### src/rtl/button_event_classifier.sv
// Turns a debounced button level into one-cycle gesture pulses: press, release,
// short click, double click, long press and auto-repeat while held.
module button_event_classifier #(
  parameter int LONG_CYCLES   = 100_000_000,
  parameter int DCLICK_CYCLES = 30_000_000,
  parameter int REPEAT_CYCLES = 20_000_000,
  parameter int CNT_BITS      = 27
) (
  input  logic clk,
  input  logic reset_n,
  input  logic debounced,
  output logic press_pulse,
  output logic release_pulse,
  output logic short_click,
  output logic double_click,
  output logic long_press,
  output logic repeat_pulse,
  output logic held
);

  typedef enum logic [2:0] {
    ST_IDLE,
    ST_PRESSED,
    ST_WAIT_SECOND,
    ST_SECOND,
    ST_LONG
  } state_t;

  localparam logic [CNT_BITS-1:0] LONG_LAST   = CNT_BITS'(LONG_CYCLES - 1);
  localparam logic [CNT_BITS-1:0] DCLICK_LAST = CNT_BITS'(DCLICK_CYCLES - 1);
  localparam logic [CNT_BITS-1:0] REPEAT_LAST = CNT_BITS'(REPEAT_CYCLES - 1);
  localparam logic [CNT_BITS-1:0] CNT_MAX     = '1;

  state_t              state_q, state_d;
  logic [CNT_BITS-1:0] cnt_q, cnt_d;
  logic                btn_q;
  logic                rise, fall;
  logic                cnt_clr;
  logic                press_d, release_d, short_d, double_d, long_d, repeat_d;

  assign rise = debounced & ~btn_q;
  assign fall = ~debounced & btn_q;
  assign held = btn_q;

  // Each branch tests the edge before the timer, so an edge wins any tie
  // with a threshold expiring on the same cycle.
  always_comb begin
    state_d   = state_q;
    cnt_clr   = 1'b0;
    press_d   = 1'b0;
    release_d = 1'b0;
    short_d   = 1'b0;
    double_d  = 1'b0;
    long_d    = 1'b0;
    repeat_d  = 1'b0;
    case (state_q)
      ST_IDLE: begin
        if (rise) begin
          state_d = ST_PRESSED;
          press_d = 1'b1;
        end
      end
      ST_PRESSED: begin
        if (fall) begin
          state_d   = ST_WAIT_SECOND;
          release_d = 1'b1;
        end else if (cnt_q == LONG_LAST) begin
          state_d = ST_LONG;
          long_d  = 1'b1;
        end
      end
      ST_WAIT_SECOND: begin
        if (rise) begin
          state_d = ST_SECOND;
          press_d = 1'b1;
        end else if (cnt_q == DCLICK_LAST) begin
          state_d = ST_IDLE;
          short_d = 1'b1;
        end
      end
      ST_SECOND: begin
        if (fall) begin
          state_d   = ST_IDLE;
          release_d = 1'b1;
          double_d  = 1'b1;
        end else if (cnt_q == LONG_LAST) begin
          state_d = ST_LONG;
          long_d  = 1'b1;
        end
      end
      ST_LONG: begin
        if (fall) begin
          state_d   = ST_IDLE;
          release_d = 1'b1;
        end else if (cnt_q == REPEAT_LAST) begin
          repeat_d = 1'b1;
          cnt_clr  = 1'b1;
        end
      end
      default: state_d = ST_IDLE;
    endcase
    if (state_d != state_q) cnt_clr = 1'b1;
  end

  // Timer saturates rather than wrapping so an idle state never re-fires.
  always_comb begin
    cnt_d = cnt_q;
    if (cnt_clr)               cnt_d = '0;
    else if (cnt_q != CNT_MAX) cnt_d = cnt_q + 1'b1;
  end

  always_ff @(posedge clk or negedge reset_n) begin
    if (!reset_n) begin
      state_q       <= ST_IDLE;
      cnt_q         <= '0;
      btn_q         <= 1'b0;
      press_pulse   <= 1'b0;
      release_pulse <= 1'b0;
      short_click   <= 1'b0;
      double_click  <= 1'b0;
      long_press    <= 1'b0;
      repeat_pulse  <= 1'b0;
    end else begin
      state_q       <= state_d;
      cnt_q         <= cnt_d;
      btn_q         <= debounced;
      press_pulse   <= press_d;
      release_pulse <= release_d;
      short_click   <= short_d;
      double_click  <= double_d;
      long_press    <= long_d;
      repeat_pulse  <= repeat_d;
    end
  end

endmodule

### config.mk
export PLATFORM = sky130hd
export DESIGN_NAME = button_event_classifier
export DESIGN_NICKNAME = d
export VERILOG_FILES = /design/src/rtl/button_event_classifier.sv
export SDC_FILE = /design/constraint.sdc
export NUM_CORES = 1
export LEC_CHECK = 0
export BUFFER_PORTS_ARGS = -buffer_cell sky130_fd_sc_hd__buf_2
export CORE_ASPECT_RATIO = 1.75
export CORE_MARGIN = 4
export CORE_UTILIZATION = 60
export DETAILED_ROUTE_END_ITERATION = 8
export PLACE_DENSITY = 0.78
export SETUP_SLACK_MARGIN = 0.2
export SYNTH_ARGS = -nofsm -noshare
export SYNTH_HDL_FRONTEND = slang
export SYNTH_SLANG_ARGS = --single-unit
### constraint.sdc
create_clock -name clk -period 2.5 [get_ports clk]
set_input_delay 0.25 -clock clk [delete_from_list [all_inputs] [get_ports clk]]
set_output_delay 0.25 -clock clk [all_outputs]
set_load 0.02 [all_outputs]
==> reports/metrics.csv <==
metric,value,unit
synth_area,2160,um^2
setup_tns,0,ns
cap_violations,0,
pre_cts_ws,0.222,ns
synth_mux_area_frac,0.00925,
clk_latency,0.29,ns
die_w,53.4,um
multiInputGateArea,1220,um^2
path_clk_slew,0.07,ns
ioPinCount,10,
timing.fmax,436,MHz
netlist_instances,222,
final_cell_area,2470,um^2
crit_fanout,10,
syn_to_final_growth,14.3,%
slew_viol_final,0,
crit_type,reg -> reg,
drt_iter0_drc,93,
num_vias,1875,
nFillCells,261,
start_kind,flop,
numCtsBuffers,5,
hpwl,3590,um
synthSimpleGateAreaFrac,0.302,
crit_required,2.67,ns
pwr-share-comb,0.196,
total_leakage_power,0.000958,uW
avgSynthCellArea,9.75,um^2
p_clk_frac,0.323,
yosysTopAreaCellShare,0.428,
cp_data_arrival_time,2.47,ns
cts-root-buf,clkbuf_8,
drt-total-wl,5200,um
fp.dieH,87.5,um
synth_top_family_by_area,simple AND/OR/NAND/NOR gates,
hold_class,in -> async,
synth_nets,226,
switchingPower,403,uW
synth_compound_area_frac,0.131,
peakVddDrop,0.449,mV
slew_headroom,0.458,
gr-total-overflow,0,
cts_sinks,37,
final_layout_size_suffix_gt1_frac,0.197,
grt_max_degree,38,
dpl.cell_count,273,
clk_path_buf_depth,2,
antenna_found_initial,0,
setup_viol,0,
seq_area,927,um^2
worst-slew-pin-transition,0.813,ns
synth_enable_flop_cells,0,
worst_slack,0.205,ns
num_rows,28,
power,1420,uW
synth_top_area_cell,dfrtp_1,
p_int,1010,uW
first_pass_iters,4,
synth_xor_area_frac,0.0890,
endpoint_kind,flop,
clock_skew,0.00432,ns
hold_viol_final,0,
yosysMostFrequentCell,dfrtp_1,
status,finished clean,
core_area,3430,um^2
yosys-top-cells-count,"dfrtp_1 (37), nor3_1 (31), xnor2_1 (21), nand2_1 (19), nand3_1 (11)",
grt_pass1_wl,8670,um
grt_pass1_vias,1868,
cts_tree,yes,
port_buffers,9,
yosysWarnings,0,
rsz0062_at_grt,yes,
synth_flop_cell,dfrtp_1,
synth_fa_ha_area_frac,0.00578,
synth_seq_cells,37,
post-route-period-util,0.918,
diodes,0,
gp_congestion,0.905,
cts_max_level,2,
postPlaceCellArea,2280,um^2
seq_power_share,0.481,
initial_core_util,0.630,
die_area,4670,um^2
power.density,573,nW/um^2
drcViolationCount,0,
fin_nets,242,
synthDistinctLibCells,47,
antenna_left,0,
viasPerCell,6.60,
switching_share,0.284,
stdcell_count,284,
wl_per_cell,18.3,um
yosysSeqAreaShare,0.428,
fin_crit,2.30,ns
track_usage,0.250,
synthTopCellsByArea,"dfrtp_1 (43%), xnor2_1 (8.5%), nor3_1 (7.2%)",
synthArstFlopShare,1.00,
stage by stage:
| stage | util | hold slack [ns] |
|---|---|---|
| finish | 0.721 | 0.0517 |
| global route | 0.721 | 0.111 |
| CTS | 0.694 | 0.0645 |
| detailed placement | 0.664 | 0.382 |
| global placement | 0.664 | 0.363 |
| floorplan | - | -0.0456 |
flip-flops by register name, indices dropped and copies added, names as in the netlist:
name / cells
repeat_pulse: 1
release_pulse: 1
state_q: 3
double_click: 1
held: 1
press_pulse: 1
short_click: 1
long_press: 1
cnt_q: 27
cell families after synthesis:
family          after synthesis
compound gates               32
xor+xnor                     22
fa+ha+maj                     1
buf+inv                      14
flops                        37
mux                           2
simple gates                114
per-layer routing:
metal / routed length [um] / vias up / GRT usage
met5: 0 / - / 0
met4: 148 / 0 / 0.128
met3: 228 / 17 / 0.0446
met2: 2870 / 71 / 0.432
met1: 1950 / 930 / 0.280
li1: - / 857 / -
worst paths after layout:
| kind | startpoint | end | slack, ns | cells past startpoint |
|---|---|---|---|---|
| max | cnt_q[17]$_DFFE_PN0P_ | cnt_q[16]$_DFFE_PN0P_ | 0.20 | 6 |
| min | reset_n | state_q[0]$_DFF_PN0_ | 0.05 | 1 |
| max reg2reg | cnt_q[17]$_DFFE_PN0P_ | cnt_q[16]$_DFFE_PN0P_ | 0.20 | 6 |
| min reg2reg | state_q[1]$_DFF_PN0_ | state_q[1]$_DFF_PN0_ | 0.57 | 1 |
| max in group asynchronous | reset_n | cnt_q[24]$_DFFE_PN0P_ | 1.88 | 1 |
| min in group clk | debounced | held$_DFF_PN0_ | 0.13 | 1 |
cell type report:
cell class,count,share of cell area
repair buffers,20,0.0652
multi-input cells,171,0.492
clock buffers,7,0.0389
inverters,3,0.00455
well taps,45,0.0228
clock inverters,1,0.00202
flip-flops and latches,37,0.375
critical path: stages, from the launching register on:
cell	delay, ns
dfrtp_1	0.42
or4b_4	0.54
nand4b_1	0.22
o41a_1	0.45
o211ai_4	0.28
clkbuf_16	0.22
nor3_1	0.05
what timing repair did:
action | in CTS | in global routing
resized for setup | 0 | 11
hold endpoints to repair | 0 | 0
endpoints found under the setup margin | 5 | 28
buffers inserted | 0 | 2
pin swaps | 1 | 4
hold buffers | 0 | 0
cloned | 0 | 1
power groups by stage:
stage / clock, uW / combinational (uW) / sequential [uW]
2_1_floorplan: 0 / 148 / 698
3_3_place_gp: 0 / 239 / 688
3_5_place_dp: 0 / 245 / 692
4_1_cts: 466 / 247 / 681
5_1_grt: 492 / 306 / 688
6_report: 458 / 278 / 681
layout by cell type (no fill, tap or decap), drive strengths merged, types with 2 or more instances in the layout:
master | Yosys | routed
a2111oi | 4 | 4
a211oi | 5 | 5
a21boi | 2 | 2
a21oi | 9 | 9
and3 | 5 | 5
and4 | 5 | 5
buf | 8 | 19
clkbuf | 3 | 8
dfrtp | 37 | 37
inv | 3 | 3
mux2i | 2 | 2
nand2 | 19 | 19
nand2b | 5 | 5
nand3 | 11 | 11
nand4 | 7 | 7
nand4b | 2 | 2
nor2 | 7 | 7
nor2b | 2 | 2
nor3 | 31 | 31
nor4 | 8 | 8
nor4b | 2 | 2
o21ai | 3 | 3
or4 | 3 | 3
or4b | 2 | 2
xnor2 | 21 | 21
No activity file was read; power rests on OpenSTA's default activity.
